File: config.mk
export PLATFORM = sky130hd
export DESIGN_NAME = imm_encoder
export DESIGN_NICKNAME = d
export VERILOG_FILES = /design/src/rtl/imm_encoder.sv
export SDC_FILE = /design/constraint.sdc
export NUM_CORES = 1
export LEC_CHECK = 0
export BUFFER_PORTS_ARGS = -buffer_cell sky130_fd_sc_hd__buf_2
export CELL_PAD_IN_SITES_DETAIL_PLACEMENT = 1
export CELL_PAD_IN_SITES_GLOBAL_PLACEMENT = 1
export CORE_UTILIZATION = 38
export CTS_BUF_LIST = sky130_fd_sc_hd__clkbuf_8 sky130_fd_sc_hd__clkbuf_16
export DETAILED_ROUTE_END_ITERATION = 8
export PLACE_DENSITY = 0.91
export SYNTH_ARGS = -nofsm -noshare
export SYNTH_HDL_FRONTEND = slang
export SYNTH_SLANG_ARGS = --single-unit
File: constraint.sdc
create_clock -name i_clk -period 1.67 [get_ports i_clk]
set_input_delay 0.0835 -clock i_clk [delete_from_list [all_inputs] [get_ports i_clk]]
set_output_delay 0.0835 -clock i_clk [all_outputs]
set_load 0.1 [all_outputs]
File: src/rtl/imm_encoder.sv
// Immediate encoder: packs a 32-bit immediate into instr[31:7] for I/S/B/shift/J/lui,
// range-checks it and counts illegal results. Two-stage valid/ready pipeline.
module imm_encoder #(
    parameter int unsigned ERR_CNT_W   = 8,
    parameter int unsigned CHECK_RANGE = 1
) (
    input  logic                 i_clk,
    input  logic                 i_rst_n,
    input  logic                 i_valid,
    output logic                 o_ready,
    input  logic [2:0]           i_imm_type,
    input  logic [31:0]          i_imm,
    input  logic [24:0]          i_fields,
    output logic                 o_valid,
    input  logic                 i_ready,
    output logic [24:0]          o_data,
    output logic                 o_err,
    output logic [ERR_CNT_W-1:0] o_err_cnt
);

    localparam int unsigned DATA_W = 25;
    localparam int unsigned TYPE_W = 3;
    localparam int unsigned KEEP_W = 21;

    localparam logic [TYPE_W-1:0] T_I     = 3'd0;
    localparam logic [TYPE_W-1:0] T_S     = 3'd1;
    localparam logic [TYPE_W-1:0] T_B     = 3'd2;
    localparam logic [TYPE_W-1:0] T_SHIFT = 3'd3;
    localparam logic [TYPE_W-1:0] T_J     = 3'd4;
    localparam logic [TYPE_W-1:0] T_LUI   = 3'd5;

    // Stage 1 state
    logic                 r_s1_v;
    logic [TYPE_W-1:0]    r_s1_type;
    logic [KEEP_W-1:0]    r_s1_imm;
    logic [DATA_W-1:0]    r_s1_fields;
    logic                 r_s1_ok;

    // Stage 2 state
    logic                 r_s2_v;
    logic [DATA_W-1:0]    r_data;
    logic                 r_err;
    logic [ERR_CNT_W-1:0] r_err_cnt;

    logic                 w_s2_adv;
    logic                 w_s1_load;
    logic                 w_fits12;
    logic                 w_fits13;
    logic                 w_fits20;
    logic                 w_fits21;
    logic                 w_type_ok;
    logic                 w_range_ok;
    logic                 w_ok;
    logic [DATA_W-1:0]    w_mask;
    logic [DATA_W-1:0]    w_imm_bits;
    logic [DATA_W-1:0]    w_packed;

    assign w_s2_adv  = r_s1_v & (~r_s2_v | i_ready);
    assign o_ready   = ~r_s1_v | w_s2_adv;
    assign w_s1_load = i_valid & o_ready;

    // A value fits an N-bit signed field when all bits from N-1 upward agree.
    assign w_fits12 = (&i_imm[31:11]) | ~(|i_imm[31:11]);
    assign w_fits13 = (&i_imm[31:12]) | ~(|i_imm[31:12]);
    assign w_fits20 = (&i_imm[31:19]) | ~(|i_imm[31:19]);
    assign w_fits21 = (&i_imm[31:20]) | ~(|i_imm[31:20]);
    assign w_type_ok = (i_imm_type <= T_LUI);

    always_comb begin
        w_range_ok = 1'b0;
        case (i_imm_type)
            T_I, T_S: w_range_ok = w_fits12;
            T_B:      w_range_ok = w_fits13 & ~i_imm[0];
            T_SHIFT:  w_range_ok = ~(|i_imm[31:5]);
            T_J:      w_range_ok = w_fits21 & ~i_imm[0];
            T_LUI:    w_range_ok = w_fits20;
            default:  w_range_ok = 1'b0;
        endcase
    end

    // With the range check disabled only the type check can reject a request.
    assign w_ok = w_type_ok & ((CHECK_RANGE == 0) | w_range_ok);

    always_ff @(posedge i_clk) begin
        if (!i_rst_n) begin
            r_s1_v      <= 1'b0;
            r_s1_type   <= '0;
            r_s1_imm    <= '0;
            r_s1_fields <= '0;
            r_s1_ok     <= 1'b0;
        end else if (w_s1_load) begin
            r_s1_v      <= 1'b1;
            r_s1_type   <= i_imm_type;
            r_s1_imm    <= i_imm[KEEP_W-1:0];
            r_s1_fields <= i_fields;
            r_s1_ok     <= w_ok;
        end else if (w_s2_adv) begin
            r_s1_v      <= 1'b0;
        end
    end

    // Immediate bit positions per type and the scattered immediate bits.
    always_comb begin
        w_mask     = '0;
        w_imm_bits = '0;
        case (r_s1_type)
            T_I: begin
                w_mask[24:13]     = '1;
                w_imm_bits[24:13] = r_s1_imm[11:0];
            end
            T_S: begin
                w_mask[24:18]     = '1;
                w_mask[4:0]       = '1;
                w_imm_bits[24:18] = r_s1_imm[11:5];
                w_imm_bits[4:0]   = r_s1_imm[4:0];
            end
            T_B: begin
                w_mask[24:18]     = '1;
                w_mask[4:0]       = '1;
                w_imm_bits[24]    = r_s1_imm[12];
                w_imm_bits[23:18] = r_s1_imm[10:5];
                w_imm_bits[4:1]   = r_s1_imm[4:1];
                w_imm_bits[0]     = r_s1_imm[11];
            end
            T_SHIFT: begin
                w_mask[17:13]     = '1;
                w_imm_bits[17:13] = r_s1_imm[4:0];
            end
            T_J: begin
                w_mask[24:5]      = '1;
                w_imm_bits[24]    = r_s1_imm[20];
                w_imm_bits[23:14] = r_s1_imm[10:1];
                w_imm_bits[13]    = r_s1_imm[11];
                w_imm_bits[12:5]  = r_s1_imm[19:12];
            end
            T_LUI: begin
                w_mask[24:5]      = '1;
                w_imm_bits[24:5]  = r_s1_imm[19:0];
            end
            default: begin
                w_mask     = '0;
                w_imm_bits = '0;
            end
        endcase
    end

    assign w_packed = (r_s1_fields & ~w_mask) | (r_s1_ok ? w_imm_bits : DATA_W'(0));

    // Stage 2 holds its payload until the consumer takes it.
    always_ff @(posedge i_clk) begin
        if (!i_rst_n) begin
            r_s2_v <= 1'b0;
            r_data <= '0;
            r_err  <= 1'b0;
        end else if (w_s2_adv) begin
            r_s2_v <= 1'b1;
            r_data <= w_packed;
            r_err  <= ~r_s1_ok;
        end else if (i_ready) begin
            r_s2_v <= 1'b0;
        end
    end

    always_ff @(posedge i_clk) begin
        if (!i_rst_n) begin
            r_err_cnt <= '0;
        end else if (r_s2_v & i_ready & r_err & ~(&r_err_cnt)) begin
            r_err_cnt <= r_err_cnt + ERR_CNT_W'(1);
        end
    end

    assign o_valid   = r_s2_v;
    assign o_data    = r_data;
    assign o_err     = r_err;
    assign o_err_cnt = r_err_cnt;

endmodule
; Yosys cells after proc, flatten, opt, wreduce, memory -nomap -nowiden
; Cells that the tools add are included.
[totals]
reg_bits = 86
latchBits = 0
ram_bits = 0
rom_bits = 0
inputBits = 64
output_inout_bits = 36
elab_cells = 83
n_memories = 0
[op_classes]
addsub = 1
n_mul = 0
div = 0
magnitude_cmp = 1
n_eq_ne = 10
shift = 0
muxes = 14
bitwise_logic = 27
n_reduce_logical = 21
[ops]
columns = cell, count
row1 = $pmux W7 S4, 1
row2 = $reduce_or A27 Y1, 1
row3 = $and A25 B25 Y25, 1
row4 = $mux W25, 1
row5 = $not A25 Y25, 1
row6 = $or A25 B25 Y25, 1
row7 = $reduce_and A21 Y1, 1
row8 = $reduce_or A21 Y1, 1
row9 = $reduce_and A20 Y1, 1
row10 = $reduce_or A20 Y1, 1
row11 = $pmux W8 S2, 1
row12 = $pmux W5 S3, 1
row13 = $reduce_and A13 Y1, 1
row14 = $reduce_or A13 Y1, 1
row15 = $eq A3 B2 Y1 const B, 4
row16 = $eq A3 B3 Y1 const B, 4
row17 = $reduce_and A12 Y1, 1
row18 = $reduce_or A12 Y1, 1
row19 = $mux W5, 2
row20 = $not A1 Y1, 10
row21 = $pmux W5 S2, 1
row22 = $reduce_or A2 Y1, 5
row23 = $add A8 B1 Y8 const B, 1
row24 = $and A1 B1 Y1, 8
row25 = 12 further kinds, 23

; Logic depth before layout (Yosys ltp)
[logic_depth]
ltp_word = 6
mapped_depth = 6
depth_no_buf = 6

; Worst setup path after synthesis
; No wires, ideal clock.
[synth_path]
kind = reg2reg
start = reg r_s2_v, in the netlist o_valid
end = reg r_s1_ok
setup_ns = 0.125
arrival_time_ns = 3.012
required_time_ns = 1.545
setup_slack_ns = -1.467
stages_incl_launch_ff = 7
path_buffers = 2
cell_sequence = dfxtp_1 -> nand3b_1 -> and2_1 -> clkbuf_1 -> clkbuf_1 -> o211ai_1 -> a31oi_1
[synth_via]
elab_chain_cells = 5
[synth_rtl]
columns = element, line
row1 = "start, declared", 40  ; logic r_s2_v;
row2 = "start signal, assigned", 152  ; r_s2_v <= 1'b0;
row3 = "start signal, assigned", 156  ; r_s2_v <= 1'b1;
row4 = "start signal, assigned", 160  ; r_s2_v <= 1'b0;
row5 = $not A1 Y1, 58  ; assign w_s2_adv = r_s1_v & (~r_s2_v | i_ready);
row6 = $or A1 B1 Y1, 58
row7 = $and A1 B1 Y1, 58
row8 = $or A1 B1 Y1, 59  ; assign o_ready = ~r_s1_v | w_s2_adv;
row9 = via o_ready, 10  ; output logic o_ready,
row10 = $and A1 B1 Y1, 60  ; assign w_s1_load = i_valid & o_ready;
row11 = "end signal, assigned", 96  ; r_s1_ok <= w_ok;
row12 = "end, declared", 37  ; logic r_s1_ok;
; The timed path passes the listed nets, and every way through them passes these cells.
; A chain may end at the register's enable or synchronous reset.

; Worst setup path in the final report
[layout_path]
start = reg r_s1_type[0]
end = reg r_data[22], in the netlist o_data[22]
[layout_via]
elab_chain_cells = 6
word_cells_on_any_way = 13
[layout_rtl]
columns = element, line
row1 = "start, declared", 34  ; logic [TYPE_W-1:0] r_s1_type;
row2 = "start signal, assigned", 93  ; r_s1_type <= i_imm_type;
row3 = $eq A3 B3 Y1 (tied with other cells), 106  ; case (r_s1_type)
row4 = $reduce_or A5 Y1 (no source line), -
row5 = $mux W7, 106
row6 = $not A25 Y25, 147  ; assign w_packed = (r_s1_fields & ~w_mask) | (r_s1_ok ? w_imm_bits : DATA_W'(0));
row7 = $and A25 B25 Y25, 147
row8 = $or A25 B25 Y25 *, 147
row9 = "end signal, assigned", 157  ; r_data <= w_packed;
row10 = "end, declared", 41  ; logic [DATA_W-1:0] r_data;
; Mark *: on every way between the ends. The rest lies on a longest branch, timed or not.

==> impl_metrics.ini <==
[timing]
grt_setup_unrepaired = false
worstMarginPinSlew_ps = 504
timing.clock.skew_ps = 11.1
final.min_clock_period_ps = 1550
slew_viol_final = 0
post_route_clock_period_utilization_pct = 93.1
highest_clock_rate_mhz = 643
maxSlewHeadroom_pct = 66.6
timing.final.setup_violations = 0
worst_hold_slack_ps = 2.29
final_hold_viol_count = 0

[route]
vias = 3974
firstDrtPassIters = 4
drc = 0
average_via_count_per_standard_cell = 5.30
drt.antenna.violating_nets = 0
routedWlPerCell_um = 16.5
wirelength_um = 12300
drc_marker_count_from_the_first_detailed_route_iteration = 181

[status]
run_status = finished, final reports clean

[finish]
layout.cells.most_common_list = sky130_fd_sc_hd__nand2_1 (118), sky130_fd_sc_hd__buf_2 (99), sky130_fd_sc_hd__dfxtp_1 (74), sky130_fd_sc_hd__a21oi_1 (53), sky130_fd_sc_hd__nor2_1 (38)
commonest_non_fill_non_tap_cell_in_the_layout = sky130_fd_sc_hd__nand2_1
num-nets-final = 677
final_cell_count_no_fill = 750
post_route_cells_drive_above_1_share_pct = 25.4
area_delta_synth_final_pct = 33.7
postLayoutCellArea_um2 = 5140
antenna_cells = 0

[critical_path]
timing.reg2reg.setup_slack_ps = 120
worst_endpoint_data_arrival_time_ps = 1830
critical_path.startpoint_type = flip-flop
worst-endpoint-required_ps = 1940
cp_capture_type = flip-flop
setup.worst_path.class = flip-flop to flip-flop
crit_fanout = 14

[global_routing]
gr-usage-all-layers_pct = 23.6
grt_max_degree = 75
globalRoute.totalOverflow = 0
first_global_vias = 3945
initial_antenna_violation_count = 0
grt_pass1_wl_um = 19100

[cts]
clock_sinks = 86
clockBufferDepth = 2
clk_pin_slew_worst_paths_ps = 90
ctsRootBufferMaster = sky130_fd_sc_hd__clkbuf_8
tritoncts_clock_tree = built
htree_levels = 3
post-cts-setup-buffers = 0
cts_made_buffers = 9
insertion_delay_ps = 360

[worst_hold_path]
timing.hold.worst.class = input pin to flip-flop

[synth]
synthDominantCellAreaShare_pct = 44.8
syn-cell-area_um2 = 3840
synth_area_per_cell_um2 = 7.87
synth.distinct_cells = 48
synth_ff_type = sky130_fd_sc_hd__dfxtp_1
post-synth-top-area-cell = sky130_fd_sc_hd__dfxtp_1
synth_async_sr_flop_share_pct = 0
synth_fp_nets = 553
synth_enable_flop_cells = 0
synth.top_cells.by_area = sky130_fd_sc_hd__dfxtp_1 (45%), sky130_fd_sc_hd__nand2_1 (12%), sky130_fd_sc_hd__a21oi_1 (6.9%)
postSynthCellCount = 488
number_of_synthesized_register_bits = 86
yosysSeqAreaShare_pct = 44.8
synth-warning-count = 0

[placement]
buffer_ports.inserted = 99
detailedPlacementHpwl_um = 8580
place_congestion = 0.804
placement.cell_area_um2 = 4550
place.detailed.instances = 698

[floorplanning]
pin_count = 100
rows = 36
core_area_um2 = 9770
die_width_um = 103
dieArea_um2 = 10500
starting_utilization_of_the_core_area_pct = 39.3
die_h_um = 103

[power]
power_leakage_nw = 2.05
power.total_mw = 4.75
power_density_nw_per_um2 = 925
vdd_drop_max_mv = 0.379

[job]
maxCapViolCount = 0
path summary, 6_finish.rpt:
path	start	endpoint	cells past startpoint
setup / recovery	r_s1_type[0]	o_data[22]	4
hold / removal	i_imm[17]	r_s1_imm[17]	3
setup reg to reg	r_s1_type[0]	o_data[22]	4
hold reg to reg	r_s1_fields[0]	r_s1_fields[0]	2
final cells by class:
cell class              instances  area (um2)
fillers                      1200        4640
multi-input cells             355        1960
flip-flops and latches         86        1750
repair buffers                146         988
well taps                     133         166
clock buffers                  12         165
clock inverters                 4        52.6
inverters                      14        52.6
report_power, final:
part           leakage, nW  internal (mW)  switching, mW
sequential           0.714           2.15         0.0981
combinational         1.23          0.296          0.632
clock                0.113          0.820          0.753
worst max-delay path, cell delays in order (launching register included):
cell and delay [ps]:
sky130_fd_sc_hd__dfxtp_2 400, sky130_fd_sc_hd__maj3_1 470, sky130_fd_sc_hd__o21ai_1 240, sky130_fd_sc_hd__a22oi_1 110, sky130_fd_sc_hd__a211oi_1 250
sequential cells by signal, indices dropped and copies added, names as in the netlist:
register and flops:
o_data 25, r_s1_fields 25, r_s1_imm 21, o_err_cnt 8, r_s1_type 3, o_err 1, o_valid 1, r_s1_ok 1
r_s1_v 1
timing repair:
action                     CTS  global route
hold endpoints to repair    36             0
gates resized for setup      0             4
hold buffers                36             0
setup endpoints to repair    0            22
Yosys cell counts (2+ instances only):
cell type                    n
sky130_fd_sc_hd__nand2_1   118
sky130_fd_sc_hd__dfxtp_1    86
sky130_fd_sc_hd__a21oi_1    53
sky130_fd_sc_hd__nor2_1     38
sky130_fd_sc_hd__clkbuf_1   27
sky130_fd_sc_hd__a211oi_1   22
sky130_fd_sc_hd__a22oi_1    19
sky130_fd_sc_hd__inv_1      13
sky130_fd_sc_hd__nand3_1    11
sky130_fd_sc_hd__mux2_2      9
sky130_fd_sc_hd__a22o_1      7
sky130_fd_sc_hd__nand4_1     6
sky130_fd_sc_hd__o21ai_0     6
sky130_fd_sc_hd__o21ai_1     6
sky130_fd_sc_hd__xnor2_1     6
sky130_fd_sc_hd__a311oi_1    5
sky130_fd_sc_hd__nor3_1      5
sky130_fd_sc_hd__buf_2       4
sky130_fd_sc_hd__nand2b_1    4
sky130_fd_sc_hd__nor4_1      4
sky130_fd_sc_hd__a31oi_1     3
sky130_fd_sc_hd__nor2b_1     3
sky130_fd_sc_hd__a21boi_1    2
sky130_fd_sc_hd__a32oi_1     2
sky130_fd_sc_hd__and2_1      2
sky130_fd_sc_hd__buf_1       2
sky130_fd_sc_hd__mux2i_1     2
sky130_fd_sc_hd__o22ai_1     2
sky130_fd_sc_hd__or4_4       2
layer usage:
layer / share of wire, % / vias to the layer above / global-route usage (%) / wire [um]
li1: - / 1951 / - / -
met1: 46 / 1910 / 30.2 / 5710
met2: 49 / 95 / 41.4 / 6080
met3: 2.8 / 18 / 2.37 / 344
met4: 1.8 / 0 / 7.80 / 218
met5: 0 / - / 0 / 0
stage by stage:
stage          util [%]  setup slack (ps)  setup TNS, ps
6_report           52.6               115              0
5_1_grt            52.6              31.6              0
4_1_cts            52.4              20.0              0
3_5_place_dp       46.5              35.9              0
3_3_place_gp       46.5              88.1              0
2_1_floorplan         -              -747         -36400
cell families after synthesis:
| group | after synthesis | synth area share [%] |
|---|---|---|
| DFF | 86 | 44.8 |
| muxes | 11 | 3.16 |
| xor gates and xnor gates | 7 | 1.60 |
| buffers and inverters | 47 | 4.72 |
| and+or+nand+nor | 202 | 23.0 |
| AOI/OAI and AO/OA | 133 | 22.1 |
| adders and majority gates | 2 | 0.586 |
Note: power is estimated with default switching activity, not from simulation.
